[config.mk]
export PLATFORM = sky130hd
export DESIGN_NAME = rpsc_card10_status_reader
export DESIGN_NICKNAME = d
export VERILOG_FILES = /design/src/rtl/rpsc_pkg.sv /design/src/rtl/rpsc_debounce.sv /design/src/rtl/rpsc_card10_status_reader.sv
export SDC_FILE = /design/constraint.sdc
export NUM_CORES = 1
export LEC_CHECK = 0
export CORE_ASPECT_RATIO = 0.6
export CORE_MARGIN = 2
export CORE_UTILIZATION = 50
export CTS_CLUSTER_DIAMETER = 80
export DETAILED_ROUTE_END_ITERATION = 6
export GPL_TIMING_DRIVEN = 1
export HOLD_SLACK_MARGIN = 0.02
export PLACE_DENSITY = 0.8
export SLEW_MARGIN = 20
export SYNTH_ARGS = -nofsm -noshare
export SYNTH_HDL_FRONTEND = slang
export SYNTH_SLANG_ARGS = --single-unit
[constraint.sdc]
create_clock -name clk -period 2.2 [get_ports clk]
set_clock_uncertainty 0.1 [all_clocks]
set_input_delay 0.44 -clock clk [delete_from_list [all_inputs] [get_ports clk]]
set_output_delay 0.44 -clock clk [all_outputs]
set_load 0.05 [all_outputs]
[src/rtl/rpsc_pkg.sv]
// ----------------------------------------------------------------------------
// rpsc_pkg: shared types and constants for the RPSC card-10 status reader. Rev 1.0
// ----------------------------------------------------------------------------
`default_nettype none

package rpsc_pkg;

  typedef enum logic [1:0] {
    ST_IDLE = 2'd0,
    ST_HDR  = 2'd1,
    ST_B1   = 2'd2,
    ST_B2   = 2'd3
  } state_t;

  localparam logic [7:0] FRAME_HDR = 8'hA5;

  typedef struct packed {
    logic [1:0] ep;
    logic [7:0] la;
  } status_t;

  localparam int STATUS_W = $bits(status_t);

  localparam int LA_FF25_BIT = 0;
  localparam int LA_FF26_BIT = 1;
  localparam int LA_FF27_BIT = 2;
  localparam int LA_FF28_BIT = 3;
  localparam int LA_FF29_BIT = 4;
  localparam int LA_FF30_BIT = 5;
  localparam int LA_FF31_BIT = 6;
  localparam int LA_FF32_BIT = 7;
  localparam int EP1_39_BIT  = 0;
  localparam int EP1_40_BIT  = 1;

  // Last frame byte; the parity bit makes the 16 payload bits odd parity.
  function automatic logic [7:0] status_byte2(input status_t s, input logic reason,
                                              input logic [3:0] seq);
    logic par;
    par = ~^{s.la, s.ep, reason, seq};
    return {s.ep, reason, seq, par};
  endfunction

endpackage

`default_nettype wire

[src/rtl/rpsc_debounce.sv]
// ----------------------------------------------------------------------------
// rpsc_debounce: 2-flop synchroniser plus whole-vector debounce with change pulse. Rev 1.0
// ----------------------------------------------------------------------------
`default_nettype none

module rpsc_debounce #(
  parameter int WIDTH           = 10,
  parameter int DEBOUNCE_CYCLES = 16
) (
  input  logic             clk,
  input  logic             rst_n,
  input  logic [WIDTH-1:0] din,
  output logic [WIDTH-1:0] stable,
  output logic             change_pulse
);

  localparam int CNT_W = (DEBOUNCE_CYCLES > 2) ? $clog2(DEBOUNCE_CYCLES) : 1;
  localparam logic [CNT_W-1:0] CNT_LAST = CNT_W'(DEBOUNCE_CYCLES - 1);

  logic [WIDTH-1:0] sync1;
  logic [WIDTH-1:0] sync2;
  logic [WIDTH-1:0] cand;
  logic [CNT_W-1:0] cnt;

  always_ff @(posedge clk or negedge rst_n) begin
    if (!rst_n) begin
      sync1        <= '0;
      sync2        <= '0;
      cand         <= '0;
      cnt          <= '0;
      stable       <= '0;
      change_pulse <= 1'b0;
    end else begin
      sync1        <= din;
      sync2        <= sync1;
      change_pulse <= 1'b0;
      // Any difference from the candidate restarts the settling count.
      if (sync2 != cand) begin
        cand <= sync2;
        cnt  <= '0;
      end else if (cnt != CNT_LAST) begin
        cnt <= cnt + 1'b1;
      end else if (cand != stable) begin
        stable       <= cand;
        change_pulse <= 1'b1;
      end
    end
  end

endmodule

`default_nettype wire

[src/rtl/rpsc_card10_status_reader.sv]
// ----------------------------------------------------------------------------
// rpsc_card10_status_reader: debounced card-10 latch snapshot sent as 3-byte frames. Rev 1.0
// ----------------------------------------------------------------------------
`default_nettype none

module rpsc_card10_status_reader
  import rpsc_pkg::*;
#(
  parameter int DEBOUNCE_CYCLES  = 16,
  parameter int HEARTBEAT_CYCLES = 1000000
) (
  input  logic       clk,
  input  logic       reset,
  input  logic [7:0] la_in,
  input  logic [1:0] ep_in,
  output logic [7:0] tx_data,
  output logic       tx_valid,
  input  logic       tx_ready,
  output logic [7:0] la_stable,
  output logic [1:0] ep_stable,
  output logic       change_pulse
);

  status_t              raw;
  status_t              stable_s;
  logic [STATUS_W-1:0]  stable_vec;
  status_t              snap;
  state_t               state;
  logic                 reason;
  logic [3:0]           seq;
  logic                 pending;
  logic                 hb_trig;
  logic                 handshake;
  logic                 frame_start;

  always_comb begin
    raw = '0;
    raw.la[LA_FF25_BIT] = la_in[0];
    raw.la[LA_FF26_BIT] = la_in[1];
    raw.la[LA_FF27_BIT] = la_in[2];
    raw.la[LA_FF28_BIT] = la_in[3];
    raw.la[LA_FF29_BIT] = la_in[4];
    raw.la[LA_FF30_BIT] = la_in[5];
    raw.la[LA_FF31_BIT] = la_in[6];
    raw.la[LA_FF32_BIT] = la_in[7];
    raw.ep[EP1_39_BIT]  = ep_in[0];
    raw.ep[EP1_40_BIT]  = ep_in[1];
  end

  rpsc_debounce #(
    .WIDTH           (STATUS_W),
    .DEBOUNCE_CYCLES (DEBOUNCE_CYCLES)
  ) u_debounce (
    .clk          (clk),
    .rst_n        (reset),
    .din          (raw),
    .stable       (stable_vec),
    .change_pulse (change_pulse)
  );

  assign stable_s  = stable_vec;
  assign la_stable = stable_s.la;
  assign ep_stable = stable_s.ep;

  assign handshake   = tx_valid && tx_ready;
  assign frame_start = (state == ST_IDLE) && (change_pulse || hb_trig);

  generate
    if (HEARTBEAT_CYCLES > 0) begin : g_hb_on
      localparam int HB_W = (HEARTBEAT_CYCLES > 1) ? $clog2(HEARTBEAT_CYCLES) : 1;
      localparam logic [HB_W-1:0] HB_LAST = HB_W'(HEARTBEAT_CYCLES - 1);

      logic [HB_W-1:0] hb_cnt;
      logic            hb_trig_r;

      // Counts idle cycles only; the trigger is registered so it lands one cycle later.
      always_ff @(posedge clk or negedge reset) begin
        if (!reset) begin
          hb_cnt    <= '0;
          hb_trig_r <= 1'b0;
        end else begin
          hb_trig_r <= 1'b0;
          if (frame_start) begin
            hb_cnt <= '0;
          end else if (state == ST_IDLE) begin
            if (hb_cnt == HB_LAST) begin
              hb_cnt    <= '0;
              hb_trig_r <= 1'b1;
            end else begin
              hb_cnt <= hb_cnt + 1'b1;
            end
          end
        end
      end

      assign hb_trig = hb_trig_r;
    end else begin : g_hb_off
      assign hb_trig = 1'b0;
    end
  endgenerate

  always_ff @(posedge clk or negedge reset) begin
    if (!reset) begin
      state    <= ST_IDLE;
      tx_valid <= 1'b0;
      tx_data  <= 8'h00;
      snap     <= '0;
      reason   <= 1'b0;
      seq      <= 4'd0;
      pending  <= 1'b0;
    end else begin
      if ((state != ST_IDLE) && change_pulse) begin
        pending <= 1'b1;
      end
      case (state)
        ST_IDLE: begin
          if (frame_start) begin
            snap     <= stable_s;
            reason   <= change_pulse;
            state    <= ST_HDR;
            tx_valid <= 1'b1;
            tx_data  <= FRAME_HDR;
          end
        end
        ST_HDR: begin
          if (handshake) begin
            state   <= ST_B1;
            tx_data <= snap.la;
          end
        end
        ST_B1: begin
          if (handshake) begin
            state   <= ST_B2;
            tx_data <= status_byte2(snap, reason, seq);
          end
        end
        ST_B2: begin
          if (handshake) begin
            seq <= seq + 4'd1;
            // A change seen during this frame (even on this very cycle) chains a follow-up.
            if (pending || change_pulse) begin
              pending <= 1'b0;
              snap    <= stable_s;
              reason  <= 1'b1;
              state   <= ST_HDR;
              tx_data <= FRAME_HDR;
            end else begin
              state    <= ST_IDLE;
              tx_valid <= 1'b0;
              tx_data  <= 8'h00;
            end
          end
        end
        default: state <= ST_IDLE;
      endcase
    end
  end

endmodule

`default_nettype wire

==> impl_metrics.prom, run 1 <==
# TYPE chip_impl_metric gauge
chip_impl_metric{name="dieHeight",unit="um"} 74.7
chip_impl_metric{name="vias_per_cell",unit=""} 5.63
chip_impl_metric{name="fillCellCount",unit=""} 628
chip_impl_info{name="cts_tree",value="built"} 1
chip_impl_metric{name="detailroute.wirelength.met2",unit="um"} 3920
chip_impl_metric{name="fin_cells",unit=""} 512
chip_impl_metric{name="fp.dieW",unit="um"} 122
chip_impl_metric{name="route.vias.total",unit=""} 2881
chip_impl_metric{name="relative_slew_margins",unit=""} 0.649
chip_impl_metric{name="coreArea",unit="um^2"} 7980
chip_impl_info{name="cp-end-kind",value="flop"} 1
chip_impl_metric{name="cts_sinks",unit=""} 93
chip_impl_metric{name="postSynthNetCount",unit=""} 371
chip_impl_info{name="crit_path_cell_trace",value="xor2_1 > nor4_4 > nand4_2 > or3_1 > buf_4 > mux2_4"} 1
chip_impl_metric{name="layout.core_utilization",unit=""} 0.635
chip_impl_metric{name="worst_ep_required_time",unit="ns"} 2.33
chip_impl_metric{name="netlist_area",unit="um^2"} 4170
chip_impl_info{name="dominantRegCellSynth",value="dfrtp_1"} 1
chip_impl_metric{name="grt_first_pass_wirelength",unit="um"} 14200
chip_impl_metric{name="hpwl",unit="um"} 5940
chip_impl_info{name="top_layer",value="met4"} 1
chip_impl_metric{name="crit_buf_inv",unit=""} 1
chip_impl_metric{name="cts_buffers",unit=""} 9
chip_impl_metric{name="power.density_cell_area",unit="nW/um^2"} 1120
chip_impl_metric{name="groute.usage.overall",unit=""} 0.205
chip_impl_info{name="timing.setup.critical_path_class",value="reg2reg"} 1
chip_impl_metric{name="worst_setup_hold_path_clk_slew",unit="ns"} 0.07
chip_impl_metric{name="antennaDiodeCount",unit=""} 0
chip_impl_metric{name="ctsHtreeMaxLevel",unit=""} 3
chip_impl_metric{name="asyncSetResetFlopFracSynth",unit=""} 1.00
chip_impl_info{name="timing.critical_path.from_type",value="flop"} 1
chip_impl_info{name="critical-path-slowest-cell",value="dfrtp_2"} 1
chip_impl_metric{name="critical_path_peak_fanout",unit=""} 10
chip_impl_metric{name="met1_length",unit="um"} 4120
chip_impl_metric{name="ant_nets",unit=""} 0
chip_impl_metric{name="post_dp_cell_area",unit="um^2"} 4660
chip_impl_metric{name="postSynthAreaPerCell",unit="um^2"} 11.9
chip_impl_metric{name="ys_ff_latch",unit=""} 93
chip_impl_metric{name="fin_ws",unit="ns"} 0.0353
chip_impl_metric{name="number_of_buffers_on_the_longest_clock_path",unit=""} 2
chip_impl_metric{name="yosysWarningCount",unit=""} 0
chip_impl_metric{name="grt_max_degree",unit=""} 39
chip_impl_metric{name="period_needed",unit="ns"} 2.16
chip_impl_metric{name="gp_congestion",unit=""} 0.860
chip_impl_metric{name="final_layout_size_suffix_gt1_frac",unit=""} 0.198
chip_impl_metric{name="synth-seq-area-share",unit=""} 0.558
chip_impl_metric{name="finalHoldViolations",unit=""} 0
chip_impl_metric{name="yosysUniqueCellTypes",unit=""} 50
chip_impl_metric{name="detail_route.wl_per_cell",unit="um"} 17.0
chip_impl_metric{name="arrival",unit="ns"} 2.29
chip_impl_metric{name="worst_slack_at_placement",unit="ns"} -0.174
chip_impl_metric{name="max-vdd-ir-drop",unit="uV"} 477
chip_impl_metric{name="leakage",unit="uW"} 0.00230
chip_impl_metric{name="areaGrowthSynthToFinish",unit="%"} 21.5
chip_impl_metric{name="fp.dieArea",unit="um^2"} 9110
chip_impl_metric{name="start_util",unit=""} 0.523
chip_impl_metric{name="synth-edff-count",unit=""} 0
chip_impl_info{name="cts-root-buf",value="clkbuf_16"} 1
chip_impl_metric{name="maxClockFrequency",unit="MHz"} 462
chip_impl_metric{name="finalNetCount",unit=""} 419
chip_impl_metric{name="first_pass_iters",unit=""} 7
chip_impl_info{name="hold_path_class",value="reg2reg"} 1
chip_impl_metric{name="max_slew.worst_pin.slew",unit="ns"} 0.522
chip_impl_metric{name="syn_inst",unit=""} 351
chip_impl_info{name="layout.cells.most_common_list",value="91 x dfrtp_1, 27 x clkdlybuf4s50_1, 25 x buf_4, 23 x xnor2_1, 21 x nand2_1"} 1
chip_impl_metric{name="clk_latency",unit="ns"} 0.34
chip_impl_metric{name="numPortBuffers",unit=""} 32
chip_impl_metric{name="final-setup-viol-count",unit=""} 0
chip_impl_metric{name="layout.area.seq",unit="um^2"} 2330
chip_impl_info{name="timing.critical_path.max_delay_family",value="simple AND/OR/NAND/NOR gates"} 1
chip_impl_metric{name="detail_route.drc_violations",unit=""} 0
chip_impl_metric{name="crit_path_largest_cell_delay",unit="ns"} 0.45
chip_impl_metric{name="antenna_found_initial",unit=""} 0
chip_impl_metric{name="grt.overflow.total",unit=""} 0
chip_impl_metric{name="cap_viol_max_count",unit=""} 0
chip_impl_metric{name="placed_cells_incl_taps",unit=""} 488
chip_impl_info{name="final_common_cell",value="dfrtp_1"} 1
chip_impl_metric{name="slew_viol_final",unit=""} 0
chip_impl_info{name="outcome",value="finished clean"} 1
chip_impl_metric{name="grt_pass1_vias",unit=""} 2817
chip_impl_metric{name="ios",unit=""} 33
chip_impl_metric{name="drt_first_iter_violations",unit=""} 262
chip_impl_metric{name="multi_input_area",unit="um^2"} 1750
chip_impl_metric{name="routed_wirelength",unit="um"} 8730
chip_impl_metric{name="dr_wl_met3",unit="um"} 564
chip_impl_metric{name="period_share",unit=""} 0.984
chip_impl_metric{name="final_area",unit="um^2"} 5070
chip_impl_metric{name="placement_rows",unit=""} 25
-- power by group --
| part | internal (uW) | leakage [uW] | switching, uW |
|---|---|---|---|
| clock | 907 | 0.000153 | 688 |
| combinational | 862 | 0.000946 | 1130 |
| sequential | 1920 | 0.00120 | 170 |
-- stage by stage --
stage	hold WS (ns)	power, uW	TNS [ns]
after floorplan	0.0444	3440	0
after global placement	0.233	3890	-0.0408
after detailed placement	0.235	3970	-0.850
after CTS	0.250	5610	0
after global routing	0.257	5980	-0.00593
final	0.248	5670	0
-- registers in the layout (all words and copies together), names as in the netlist, 2 cells and up --
| name | flops |
|---|---|
| g_hb_on.hb_cnt | 20 |
| snap | 10 |
| u_debounce.sync1 | 10 |
| tx_data | 8 |
| seq | 4 |
| u_debounce.sync2 | 10 |
| u_debounce.cnt | 4 |
| u_debounce.cand | 10 |
| state | 2 |
| u_debounce.stable | 10 |
-- final cells by class --
type / instances / share of cell area
clock buffer: 9 / 0.0444
clock inverter: 7 / 0.0168
tap: 108 / 0.0267
multi-input combinational: 232 / 0.346
timing repair buffer: 56 / 0.101
sequential: 93 / 0.460
inverter: 7 / 0.00518
-- metal layers --
| metal | up-vias | global-route usage |
|---|---|---|
| met5 | - | 0 |
| met4 | 0 | 0.0613 |
| met3 | 13 | 0.0530 |
| met2 | 93 | 0.316 |
| met1 | 1426 | 0.291 |
| li1 | 1349 | - |
-- cell usage after synthesis (7+ instances only) --
cell	count	area [um^2]
a21oi_1	16	80.1
a22oi_1	8	60.1
clkbuf_1	17	63.8
dfrtp_1	93	2330
ha_1	7	87.6
mux2_2	11	124
mux2_4	10	150
nand2_1	21	78.8
nand3_1	9	45.0
nand4_1	7	43.8
nor2_1	20	75.1
nor3_1	9	45.0
o21ai_0	11	55.1
xnor2_1	23	201
xor2_1	11	96.3
-- logic make-up after synthesis --
logic type / Yosys count / share of synthesized area
buf+inv: 28 / 0.0309
mux: 25 / 0.0753
simple gates: 95 / 0.126
flops: 93 / 0.558
xor+xnor: 36 / 0.0822
fa+ha+maj: 7 / 0.0210
compound gates: 67 / 0.106
-- final timing paths --
check                               startpoint                    to  slack (ns)  depth (start not counted)
setup / recovery            u_debounce.cand[7]  u_debounce.stable[6]        0.04                          6
hold / removal             u_debounce.sync1[7]   u_debounce.sync2[7]        0.25                          0
hold reg to reg            u_debounce.sync1[7]   u_debounce.sync2[7]        0.25                          0
min in group asynchronous                reset    g_hb_on.hb_cnt[10]        0.49                          2
setup reg to reg            u_debounce.cand[7]  u_debounce.stable[6]        0.04                          6
max in group asynchronous                reset    g_hb_on.hb_cnt[15]        0.90                          3
-- worst register-to-register path: stages, from the launching register on --
cell,delay (ns)
dfrtp_2,0.45
xor2_1,0.20
nor4_4,0.30
nand4_2,0.14
or3_1,0.35
buf_4,0.20
mux2_4,0.31
-- what timing repair did --
item                       in CTS  in global routing
buffers inserted                1                  4
resized for setup               1                  7
hold buffers                    1                  0
cloned                          0                  2
pin swaps                       0                  2
setup endpoints to repair      14                 27
hold endpoints to repair       35                  0
Power figures use the tool's default switching activity.
==> run 2, diff against run 1 <==
--- a/config.mk
+++ b/config.mk
@@ -10,6 +10,7 @@
 export CORE_UTILIZATION = 50
 export CTS_CLUSTER_DIAMETER = 80
 export DETAILED_ROUTE_END_ITERATION = 6
+export GPL_ROUTABILITY_DRIVEN = 0
 export GPL_TIMING_DRIVEN = 1
 export HOLD_SLACK_MARGIN = 0.02
 export PLACE_DENSITY = 0.8
==> results of run 2 <==
No change in the layout: final DEF, timing and power equal those of run 1.
